## src/rtl/uart_tx_sequencer.sv

```systemverilog
// Two-port round-robin packetizer for a byte-wide UART: header byte, then the word MSB-first.
// Define UART_SEQ_CHECKSUM_EN to append an XOR checksum byte to every packet.
module uart_tx_sequencer #(
    parameter int unsigned WORD_BYTES = 4,
    parameter logic [7:0]  HDR_A      = 8'hA5,
    parameter logic [7:0]  HDR_B      = 8'h5A
) (
    input  logic                    clk,
    input  logic                    rst,
    input  logic                    req_a,
    input  logic [8*WORD_BYTES-1:0] data_a,
    output logic                    ack_a,
    input  logic                    req_b,
    input  logic [8*WORD_BYTES-1:0] data_b,
    output logic                    ack_b,
    output logic                    uart_transmit,
    output logic [7:0]              uart_tx_byte,
    input  logic                    uart_busy,
    input  logic                    uart_tx_done,
    output logic                    busy,
    output logic                    pkt_done,
    output logic                    grant_b
);

    localparam int unsigned DW = 8 * WORD_BYTES;
    localparam int unsigned IW = $clog2(WORD_BYTES + 2);
`ifdef UART_SEQ_CHECKSUM_EN
    localparam int unsigned LastIdx = WORD_BYTES + 1;
`else
    localparam int unsigned LastIdx = WORD_BYTES;
`endif
    localparam logic [IW-1:0] Last = IW'(LastIdx);

    typedef enum logic [1:0] {StIdle, StIssue, StWait, StDone} state_e;

    state_e          state_q, state_d;
    logic [DW+7:0]   sr_q, sr_d;
    logic [IW-1:0]   idx_q, idx_d;
    logic            last_b_q, last_b_d;
    logic            grant_b_q, grant_b_d;
    logic            ack_a_q, ack_a_d;
    logic            ack_b_q, ack_b_d;
    logic            tx_q, tx_d;
    logic [7:0]      tx_byte_q, tx_byte_d;
    logic            pkt_done_q, pkt_done_d;
    logic            busy_q, busy_d;
    logic            pick_b;
    logic [7:0]      fill;

`ifdef UART_SEQ_CHECKSUM_EN
    logic [7:0] chk_q, chk_d;

    function automatic logic [7:0] xor_bytes(input logic [DW-1:0] w);
        logic [7:0] x;
        x = 8'h00;
        for (int i = 0; i < int'(WORD_BYTES); i++) begin
            x = x ^ w[8*i +: 8];
        end
        return x;
    endfunction
`endif

    always_comb begin
        state_d    = state_q;
        sr_d       = sr_q;
        idx_d      = idx_q;
        last_b_d   = last_b_q;
        grant_b_d  = grant_b_q;
        ack_a_d    = 1'b0;
        ack_b_d    = 1'b0;
        tx_d       = 1'b0;
        tx_byte_d  = tx_byte_q;
        pkt_done_d = 1'b0;
        pick_b     = 1'b0;
`ifdef UART_SEQ_CHECKSUM_EN
        chk_d      = chk_q;
        fill       = chk_q;
`else
        fill       = 8'h00;
`endif

        case (state_q)
            StIdle: begin
                idx_d = '0;
                if (req_a || req_b) begin
                    // On a tie, serve whichever port was not served last.
                    pick_b    = req_b && (!req_a || !last_b_q);
                    sr_d      = pick_b ? {HDR_B, data_b} : {HDR_A, data_a};
`ifdef UART_SEQ_CHECKSUM_EN
                    chk_d     = pick_b ? (HDR_B ^ xor_bytes(data_b))
                                       : (HDR_A ^ xor_bytes(data_a));
`endif
                    ack_a_d   = !pick_b;
                    ack_b_d   = pick_b;
                    grant_b_d = pick_b;
                    last_b_d  = pick_b;
                    state_d   = StIssue;
                end
            end
            StIssue: begin
                if (!uart_busy) begin
                    tx_d      = 1'b1;
                    tx_byte_d = sr_q[DW+7 -: 8];
                    state_d   = StWait;
                end
            end
            StWait: begin
                if (uart_tx_done) begin
                    if (idx_q == Last) begin
                        state_d = StDone;
                    end else begin
                        // Checksum enters at the bottom and surfaces after the data bytes.
                        idx_d   = idx_q + IW'(1);
                        sr_d    = {sr_q[DW-1:0], fill};
                        state_d = StIssue;
                    end
                end
            end
            StDone: begin
                pkt_done_d = 1'b1;
                state_d    = StIdle;
            end
            default: state_d = StIdle;
        endcase

        busy_d = (state_d != StIdle);
    end

    always_ff @(posedge clk or posedge rst) begin
        if (rst) begin
            state_q    <= StIdle;
            sr_q       <= '0;
            idx_q      <= '0;
            last_b_q   <= 1'b1;
            grant_b_q  <= 1'b0;
            ack_a_q    <= 1'b0;
            ack_b_q    <= 1'b0;
            tx_q       <= 1'b0;
            tx_byte_q  <= 8'h00;
            pkt_done_q <= 1'b0;
            busy_q     <= 1'b0;
`ifdef UART_SEQ_CHECKSUM_EN
            chk_q      <= 8'h00;
`endif
        end else begin
            state_q    <= state_d;
            sr_q       <= sr_d;
            idx_q      <= idx_d;
            last_b_q   <= last_b_d;
            grant_b_q  <= grant_b_d;
            ack_a_q    <= ack_a_d;
            ack_b_q    <= ack_b_d;
            tx_q       <= tx_d;
            tx_byte_q  <= tx_byte_d;
            pkt_done_q <= pkt_done_d;
            busy_q     <= busy_d;
`ifdef UART_SEQ_CHECKSUM_EN
            chk_q      <= chk_d;
`endif
        end
    end

    assign ack_a         = ack_a_q;
    assign ack_b         = ack_b_q;
    assign uart_transmit = tx_q;
    assign uart_tx_byte  = tx_byte_q;
    assign busy          = busy_q;
    assign pkt_done      = pkt_done_q;
    assign grant_b       = grant_b_q;

endmodule

```

## config.mk

```make
export PLATFORM = sky130hd
export DESIGN_NAME = uart_tx_sequencer
export DESIGN_NICKNAME = d
export VERILOG_FILES = /design/src/rtl/uart_tx_sequencer.sv
export SDC_FILE = /design/constraint.sdc
export NUM_CORES = 1
export LEC_CHECK = 0
export CORE_ASPECT_RATIO = 1.75
export CORE_MARGIN = 1
export CORE_UTILIZATION = 44
export DETAILED_ROUTE_END_ITERATION = 7
export GPL_TIMING_DRIVEN = 0
export PLACE_DENSITY = 0.79
export SLEW_MARGIN = 10
export SYNTH_ARGS = -nofsm -noshare
export SYNTH_HDL_FRONTEND = slang
export SYNTH_SLANG_ARGS = --single-unit
export TNS_END_PERCENT = 100
```

## constraint.sdc

```tcl
create_clock -name clk -period 1.8 [get_ports clk]
set_clock_uncertainty 0.1 [all_clocks]
set_input_delay 0.18 -clock clk [delete_from_list [all_inputs] [get_ports clk]]
set_output_delay 0.18 -clock clk [all_outputs]
set_load 0.01 [all_outputs]
```

==> flow_metrics.py, run 1 <==
metrics = {
    "cts": {
        "path_clk_slew_ns": 0.05,
        "clock_sinks": 60,
        "cts_buffers": 9,
        "root_buffer": "clkbuf_16",
        "h-tree-depth": 3,
        "clock_path_buffers": 2,
        "holdBufCountCts": 0,
        "cts_tree": "built",
        "insertion_delay_ns": 0.33,
    },
    "worst_setup_path": {
        "worst_ep_arrival_time_ns": 1.91,
        "cpMaxStageDelayCell": "dfstp_2",
        "critPathMaxFanout": 10,
        "path_cells": "a21bo_2 -> buf_4 -> buf_2 -> nand2_1 -> a31oi_1",
        "r2r_start": "last_b_q$_DFFE_PP1P_",
        "cp-start-kind": "flop",
        "slowest_delay_ns": 0.58,
        "cp_top_family": "flip-flops",
        "end_kind": "flop",
        "crit_type": "reg -> reg",
        "startpoint": "last_b_q$_DFFE_PP1P_",
        "critPathBufInv": 2,
        "required_ns": 1.94,
    },
    "die": {
        "io_pins": 84,
        "start_util_pct": 45.8,
        "dieWidth_um": 65.8,
        "die_area_mm2": 0.00749,
        "core_area_mm2": 0.00686,
        "row_count": 40,
        "die_h_um": 114,
    },
    "detailed_routing": {
        "first_pass_iters": 5,
        "vias": 3312,
        "avgRoutedWirePerCell_um": 21.0,
        "ant_nets": 0,
        "remaining_drc_errors": 0,
        "drt_wl_total_um": 10700,
        "drtIter0Drc": 333,
        "avgViaCountPerCell": 6.48,
    },
    "run": {
        "maxCapViolCount": 0,
    },
    "final_layout": {
        "final_cells": 511,
        "antenna_cells": 0,
        "final_nets": 494,
        "mostFrequentLayoutCells": "83 x clkdlybuf4s50_1, 66 x nand3_1, 58 x dfrtp_1",
        "drive_above_1_share_pct": 19.7,
        "final_common_cell": "clkdlybuf4s50_1",
        "areaGrowthSynthToFinish_pct": 44.4,
    },
    "logic_synthesis": {
        "synth_top_family_by_area": "compound AO/OA/AOI/OAI gates",
        "synth_cell_type_count": 31,
        "yosysWarnings": 0,
        "syn_inst": 324,
        "synthAdderAreaFrac_pct": 0.797,
        "ys_seq_elements": 60,
        "ys_seq_area_share_pct": 47.9,
        "syn_area_per_cell_um2": 9.69,
        "netlist_area_mm2": 0.00314,
        "synth-simple-area-share_pct": 17.1,
        "synth_fp_nets": 396,
        "synth_mux_area_share_pct": 3.19,
        "synth_xor_area_share_pct": 0,
        "synth_compound_area_share_pct": 24.4,
    },
    "sta": {
        "slew_violations": 0,
        "period_share_pct": 98.2,
        "maxSlewHeadroom_pct": 50.8,
        "setup_viol": 0,
        "fin_ws_ns": 0.0322,
        "hold_viol": 0,
        "tightest_slew_ns": 0.737,
        "min_period_ns": 1.77,
        "max_freq_mhz": 566,
    },
    "run_status": {
        "status": "finished clean",
    },
    "place": {
        "dp_hpwl_um": 7610,
        "dp_cells": 492,
        "port_buffers": 83,
        "post-place-ws_ns": -0.389,
        "gp_congestion": 0.937,
    },
    "grt": {
        "grt_use_total_pct": 30.9,
        "globalRouteOverflowTotal": 0,
        "grt_pass1_vias": 3361,
        "grt_first_pass_wirelength_um": 17200,
        "grt_max_degree": 33,
        "antenna_found_initial": 0,
    },
    "pwr": {
        "pwr_density_cell_mw_per_mm2": 1710,
        "leakagePower_nw": 1.77,
        "vdd_drop_max_mv": 1.04,
    },
    "hold_path": {
        "hp-class": "in -> async",
    },
}
flip-flops by register name, summed over array words and instances (netlist names):
| signal | cells |
|---|---|
| sr_q | 40 |
| idx_q | 3 |
| state_q | 2 |
| last_b_q | 1 |
| ack_a | 1 |
| busy | 1 |
| pkt_done | 1 |
| uart_transmit | 1 |
| ack_b | 1 |
| uart_tx_byte | 8 |
| grant_b | 1 |
synth_stat cells, drive strengths merged:
| cell | number | area share [%] |
|---|---|---|
| a41oi | 24 | 6.7 |
| a21oi | 3 | 0.48 |
| mux2 | 8 | 2.9 |
| o21bai | 1 | 0.24 |
| buf | 21 | 3.7 |
| nor3 | 2 | 0.68 |
| or2 | 1 | 0.20 |
| a221oi | 40 | 11 |
| dfstp | 1 | 0.84 |
| a31oi | 18 | 3.6 |
| a21boi | 2 | 0.72 |
| mux2i | 1 | 0.32 |
| a21bo | 1 | 0.32 |
| inv | 5 | 0.60 |
| o21ai | 3 | 0.48 |
| nand3 | 66 | 11 |
| a22o | 1 | 0.28 |
| clkbuf | 19 | 2.3 |
| nand2b | 1 | 0.20 |
| ha | 2 | 0.80 |
| o21a | 1 | 0.24 |
| nor2b | 1 | 0.28 |
| nor2 | 5 | 0.68 |
| nand2 | 36 | 4.3 |
| dfrtp | 59 | 47 |
| nand4b | 1 | 0.28 |
| a21o | 1 | 0.24 |
layout make-up:
cell class                      count  area [µm²]
Buffer                             40         211
Clock buffer                       10         239
Clock inverter                      6        87.6
Fill cell                         536        2320
Inverter                            5        18.8
Multi-Input combinational cell    219        1490
Sequential cell                    60        1500
Tap cell                           84         105
Timing Repair Buffer               87         873
layer usage:
metal	global-route usage [%]	vias to the layer above	wire, µm
met2	52.4	187	5740
met1	35.8	1620	3850
li1	-	1463	-
met5	0	-	0
met4	18.0	0	520
met3	4.70	42	637
per-stage QoR:
step           hold WS (ns)  area [µm²]  utilization, %  TNS [ns]  power [mW]
2_1_floorplan         0.150        3140               -         0        4.45
6_report              0.203        4530            66.1         0        7.74
5_1_grt               0.275        4530            66.1    -0.258        8.16
4_1_cts               0.214        4450            64.9         0        7.55
3_5_place_dp          0.386        4090            59.7    -12.00        5.65
3_3_place_gp          0.365        4070            59.4    -67.68        5.53
power breakdown:
group          switching [mW]  total (mW)  leakage (nW)  internal (mW)
Sequential              0.458        2.49         0.688           2.03
Combinational            1.87        3.39         0.932           1.53
Clock                   0.612        1.86         0.151           1.24
kinds of logic (layout without fill, tap and decap cells):
kind of cell,Yosys count,count (layout)
buffers and inverters,45,148
multiplexers,9,9
AND/OR/NAND/NOR,113,113
AO/OA/AOI/OAI,95,95
adder cells (fa/ha/maj),2,2
flip-flops,60,60
timing repair:
item | CTS | global route
buffers inserted | 1 | 2
pin swaps | 1 | 2
resized for setup | 10 | 33
endpoints found under the setup margin | 42 | 40
final timing paths:
kind	endpoint	slack, ns	cells after the start
worst max-delay path	sr_q[34]$_DFFE_PP0P_	0.03	5
worst min-delay path	busy$_DFF_PP0_	0.20	2
worst max register to register	sr_q[34]$_DFFE_PP0P_	0.03	5
worst min register to register	grant_b$_DFFE_PP0P_	0.39	1
max in group asynchronous	state_q[0]$_DFF_PP0_	0.79	3
min in group clk	sr_q[0]$_DFFE_PP0P_	0.34	3
No activity file was read; power rests on OpenSTA's default activity.
==> run 2: changes to the inputs <==
- CELL_PAD_IN_SITES_DETAIL_PLACEMENT: unset -> 1
- CELL_PAD_IN_SITES_GLOBAL_PLACEMENT: unset -> 2
- CORE_UTILIZATION: 44 -> 26
- PLACE_DENSITY: 0.79 -> 0.77
==> flow_metrics.py, run 2 (synthesis results as in run 1) <==
metrics = {
    "sta": {
        "min_period_ns": 1.71,
        "max_freq_mhz": 585,
        "slew_violations": 0,
        "fin_ws_ns": 0.0903,
        "period_share_pct": 95.0,
        "setup_viol": 0,
        "tightest_slew_ns": 0.772,
        "maxSlewHeadroom_pct": 48.5,
        "hold_viol": 0,
        "rsz0062_at_grt": "false",
    },
    "worst_setup_path": {
        "slowest_delay_ns": 0.53,
        "end_kind": "flop",
        "worst_ep_arrival_time_ns": 1.81,
        "required_ns": 1.90,
        "cp-start-kind": "input pin",
        "path_cells": "clkdlybuf4s50_1 -> or2_0 -> buf_2 -> clkbuf_2 -> a221oi_1 -> a41oi_1",
        "crit_type": "in -> reg",
        "critPathMaxFanout": 10,
        "r2r_slack_ns": 0.09,
        "cpMaxStageDelayCell": "clkdlybuf4s50_1",
    },
    "detailed_routing": {
        "remaining_drc_errors": 0,
        "avgViaCountPerCell": 5.73,
        "vias": 3217,
        "avgRoutedWirePerCell_um": 22.0,
        "ant_nets": 0,
        "first_pass_iters": 5,
        "drt_wl_total_um": 12300,
        "drtIter0Drc": 201,
    },
    "pwr": {
        "comb_power_share_pct": 44.5,
        "leakagePower_nw": 1.77,
        "clock_power_share_pct": 23.8,
        "vdd_drop_max_mv": 0.521,
        "p_int_mw": 4.83,
        "switchingPower_mw": 2.99,
        "power_mw": 7.81,
        "p_seq_share_pct": 31.7,
        "switching_share_pct": 38.2,
        "pwr_density_cell_mw_per_mm2": 1700,
    },
    "run_status": {
        "status": "finished clean",
    },
    "die": {
        "core_area_mm2": 0.0116,
        "die_area_mm2": 0.0125,
        "start_util_pct": 26.9,
        "dieWidth_um": 85.0,
        "row_count": 52,
        "die_h_um": 147,
        "io_pins": 84,
    },
    "grt": {
        "grt_max_degree": 61,
        "grt_use_total_pct": 20.3,
        "grt_first_pass_wirelength_um": 19000,
        "antenna_found_initial": 0,
        "globalRouteOverflowTotal": 0,
        "grt_pass1_vias": 3595,
    },
    "final_layout": {
        "drive_above_1_share_pct": 18.8,
        "n_fill_cell": 1319,
        "largest_reg_flops": 40,
        "largest-register": "sr_q",
        "mostFrequentLayoutCells": "83 x clkdlybuf4s50_1, 66 x nand3_1, 58 x dfrtp_1",
        "antenna_cells": 0,
        "final_common_cell": "clkdlybuf4s50_1",
        "postLayoutCoreUtil_pct": 39.4,
        "areaGrowthSynthToFinish_pct": 46.1,
        "final_nets": 493,
        "final_cell_area_mm2": 0.00459,
    },
    "place": {
        "dp_hpwl_um": 9030,
        "post-place-ws_ns": -0.459,
        "place_area_mm2": 0.00414,
        "port_buffers": 83,
        "gp_congestion": 0.843,
    },
    "run": {
        "maxCapViolCount": 0,
    },
    "cts": {
        "insertion_delay_ns": 0.34,
        "h-tree-depth": 3,
        "clock_path_buffers": 2,
        "cts_tree": "built",
        "clock_sinks": 60,
        "root_buffer": "clkbuf_16",
        "path_clk_slew_ns": 0.05,
        "cts_buffers": 9,
    },
    "hold_path": {
        "hp-class": "in -> async",
    },
}
==> run 2: cell types whose count changed in the layout (fill, tap and decap cells not counted), sizes merged <==
cell / before / now
clkinvlp: 3 / 0
a21boi: 2 / 3
buf: 26 / 22
clkbuf: 28 / 31
clkinv: 1 / 3
==> run 2: per-layer routing <==
layer / share of wire (%) / track usage (%) / vias to the layer above
met1: 37 / 21.2 / 1596
li1: - / - / 1460
met3: 4.4 / 3.15 / 36
met4: 4.2 / 12.3 / 0
met2: 55 / 37.5 / 125
met5: 0 / 0 / -
==> run 2: power groups by stage <==
stage          registers [mW]  clock network [mW]  logic (mW)
2_1_floorplan            2.37                   0        2.08
3_3_place_gp             2.43                   0        3.22
5_1_grt                  2.54                1.93        3.80
4_1_cts                  2.45                1.88        3.40
3_5_place_dp             2.45                   0        3.32
6_report                 2.47                1.86        3.48
==> run 2: critical path: cells and delay by family <==
family                 cells  cell delay [ns]
AO/OA/AOI/OAI              2             0.44
AND/OR/NAND/NOR            1             0.25
buffers and inverters      3             0.93
==> run 2: layout make-up <==
cell class | count | area (µm²) | area share [%]
Buffer | 40 | 238 | 5.18
Sequential cell | 60 | 1500 | 32.8
Timing Repair Buffer | 85 | 846 | 18.4
Clock inverter | 5 | 75.1 | 1.64
Tap cell | 135 | 169 | 3.68
Clock buffer | 11 | 243 | 5.29
Inverter | 5 | 21.3 | 0.464
Multi-Input combinational cell | 220 | 1490 | 32.5
==> run 2: repair_timing <==
| item | 4_1_cts | 5_1_grt |
|---|---|---|
| resized for setup | 20 | 29 |
| setup endpoints to repair | 42 | 40 |
| pin swaps | 1 | 1 |
| hold buffers | 0 | 0 |
| buffers inserted | 0 | 2 |
| cloned | 0 | 1 |
==> run 2: through the flow <==
| step | hold WS, ns | cells | setup TNS, ns |
|---|---|---|---|
| 5_1_grt | 0.325 | 561 | 0 |
| 3_3_place_gp | 0.385 | 542 | -78.11 |
| 3_5_place_dp | 0.397 | 542 | -15.55 |
| 6_report | 0.236 | 561 | 0 |
| 2_1_floorplan | 0.150 | 324 | 0 |
| 4_1_cts | 0.287 | 558 | 0 |
==> run 2: path summary, 6_finish.rpt <==
| check | from | endpoint | cells after the start |
|---|---|---|---|
| max in group asynchronous | rst | state_q[0]$_DFF_PP0_ | 2 |
| min in group clk | data_a[0] | sr_q[0]$_DFFE_PP0P_ | 3 |
| max reg2reg | last_b_q$_DFFE_PP1P_ | sr_q[31]$_DFFE_PP0P_ | 5 |
| min | rst | uart_tx_byte[0]$_DFFE_PP0P_ | 2 |
| max | req_a | sr_q[13]$_DFFE_PP0P_ | 6 |
| min reg2reg | uart_tx_byte[2]$_DFFE_PP0P_ | uart_tx_byte[2]$_DFFE_PP0P_ | 1 |
==> run 3: changes to the inputs <==
- ABC_CLOCK_PERIOD_IN_PS: unset -> 2050
- CORE_UTILIZATION: 26 -> 32
- PLACE_DENSITY: 0.77 -> 0.88
- clock period: 1.8 -> 2.05 ns (I/O delays scaled with it)
==> flow_metrics.py, run 3 (synthesis results as in run 1) <==
metrics = {
    "run_status": {
        "status": "finished clean",
    },
    "detailed_routing": {
        "avgRoutedWirePerCell_um": 21.4,
        "avgViaCountPerCell": 5.88,
        "remaining_drc_errors": 0,
        "vias": 3205,
        "ant_nets": 0,
        "drt_wl_total_um": 11700,
        "first_pass_iters": 4,
        "drtIter0Drc": 134,
    },
    "cts": {
        "insertion_delay_ns": 0.35,
        "h-tree-depth": 3,
        "cts_tree": "built",
        "clock_path_buffers": 2,
        "cts_buffers": 9,
        "root_buffer": "clkbuf_16",
        "clock_sinks": 60,
        "path_clk_slew_ns": 0.06,
    },
    "pwr": {
        "switchingPower_mw": 2.63,
        "p_int_mw": 4.24,
        "leakagePower_nw": 1.71,
        "comb_power_share_pct": 42.6,
        "switching_share_pct": 38.3,
        "clock_power_share_pct": 26.2,
        "power_mw": 6.87,
        "vdd_drop_max_mv": 0.530,
        "p_seq_share_pct": 31.2,
        "pwr_density_cell_mw_per_mm2": 1530,
    },
    "final_layout": {
        "mostFrequentLayoutCells": "83 x clkdlybuf4s50_1, 66 x nand3_1, 59 x dfrtp_1",
        "final_common_cell": "clkdlybuf4s50_1",
        "final_nets": 490,
        "final_cells": 545,
        "final_cell_area_mm2": 0.00448,
        "largest_reg_flops": 40,
        "areaGrowthSynthToFinish_pct": 42.8,
        "postLayoutCoreUtil_pct": 47.3,
        "antenna_cells": 0,
        "drive_above_1_share_pct": 14.2,
        "largest-register": "sr_q",
    },
    "place": {
        "dp_hpwl_um": 8390,
        "dp_cells": 529,
        "place_area_mm2": 0.00412,
        "gp_congestion": 0.857,
        "port_buffers": 83,
    },
    "worst_setup_path": {
        "slowest_delay_ns": 0.37,
        "critPathMaxFanout": 10,
        "end_kind": "flop",
        "cp-start-kind": "flop",
        "cpMaxStageDelayCell": "a21boi_2",
        "crit_type": "reg -> reg",
        "required_ns": 2.15,
        "worst_ep_arrival_time_ns": 2.05,
        "path_cells": "inv_1 -> ha_1 -> a21boi_2 -> a22o_1 -> buf_2 -> a41oi_1",
    },
    "die": {
        "core_area_mm2": 0.00947,
        "start_util_pct": 33.1,
        "dieWidth_um": 76.9,
        "die_area_mm2": 0.0102,
        "row_count": 47,
        "die_h_um": 133,
        "io_pins": 84,
    },
    "sta": {
        "hold_ws_ns": 0.254,
        "period_share_pct": 94.9,
        "setup_viol": 0,
        "tightest_slew_ns": 0.766,
        "min_period_ns": 1.95,
        "max_freq_mhz": 514,
        "slew_violations": 0,
        "hold_viol": 0,
        "maxSlewHeadroom_pct": 48.9,
    },
    "grt": {
        "grt_use_total_pct": 24.5,
        "grt_use_met2_pct": 44.7,
        "groute.layer.met1.usage_pct": 26.7,
        "busiest_layer": "met2",
        "grt_first_pass_wirelength_um": 18800,
        "use_met3_pct": 2.55,
        "antenna_found_initial": 0,
        "globalRouteOverflowTotal": 0,
        "grt_max_degree": 61,
        "grt_pass1_vias": 3451,
    },
    "run": {
        "maxCapViolCount": 0,
    },
    "hold_path": {
        "hp-class": "in -> async",
    },
}
[run 3: cell count changes in the layout (fill, tap and decap cells not counted), moves of 3 or more]
cell | previous run | this run
buf_2 | 11 | 17
buf_4 | 11 | 4
clkbuf_1 | 1 | 13
clkbuf_2 | 14 | 6
clkbuf_4 | 6 | 0
clkinv_2 | 3 | 0
[run 3: final timing paths]
check,startpoint,end,slack [ns],cells after the start
min in group clk,data_a[7],sr_q[7]$_DFFE_PP0P_,0.35,3
setup / recovery,idx_q[0]$_DFFE_PP0P_,sr_q[19]$_DFFE_PP0P_,0.10,6
max in group asynchronous,rst,sr_q[11]$_DFFE_PP0P_,1.08,2
hold / removal,rst,uart_tx_byte[7]$_DFFE_PP0P_,0.25,2
setup reg to reg,idx_q[0]$_DFFE_PP0P_,sr_q[19]$_DFFE_PP0P_,0.10,6
hold reg to reg,grant_b$_DFFE_PP0P_,grant_b$_DFFE_PP0P_,0.39,1
[run 3: layout make-up]
class | instances | area (µm²)
Buffer | 40 | 194
Clock buffer | 9 | 225
Clock inverter | 7 | 124
Fill cell | 1101 | 4990
Inverter | 5 | 21.3
Multi-Input combinational cell | 219 | 1430
Sequential cell | 60 | 1500
Tap cell | 122 | 153
Timing Repair Buffer | 83 | 831
[run 3: power groups by stage]
stage / clock network [mW] / registers, mW / logic (mW)
2_1_floorplan: 0 / 2.08 / 1.82
3_3_place_gp: 0 / 2.12 / 2.82
3_5_place_dp: 0 / 2.14 / 2.91
4_1_cts: 1.80 / 2.13 / 2.94
5_1_grt: 1.84 / 2.20 / 3.20
6_report: 1.80 / 2.14 / 2.93
[run 3: metal layers]
metal  wire length [µm]  part of all wire [%]
met3                340                   2.9
met2               6460                    55
met1               4360                    37
met5                  0                     0
met4                508                   4.4
[run 3: timing repair]
item	in CTS	in global routing
setup endpoints to repair	4	29
cloned	0	0
setup buffers	0	0
gates resized for setup	1	10
hold buffers	0	0
[run 3: critical path, delay by kind of cell, from the launching register on]
family,cells,cell delay (ns)
flops,1,0.35
buf+inv,2,0.36
compound gates,3,0.78
fa+ha+maj,1,0.22
[run 3: per-stage QoR]
step / TNS (ns) / worst slack (ns)
detailed placement: -4.60 / -0.179
finish: 0 / 0.104
floorplan: 0 / 0.262
global placement: -55.17 / -0.871
CTS: 0 / 0.0180
global route: -0.0211 / -0.0146
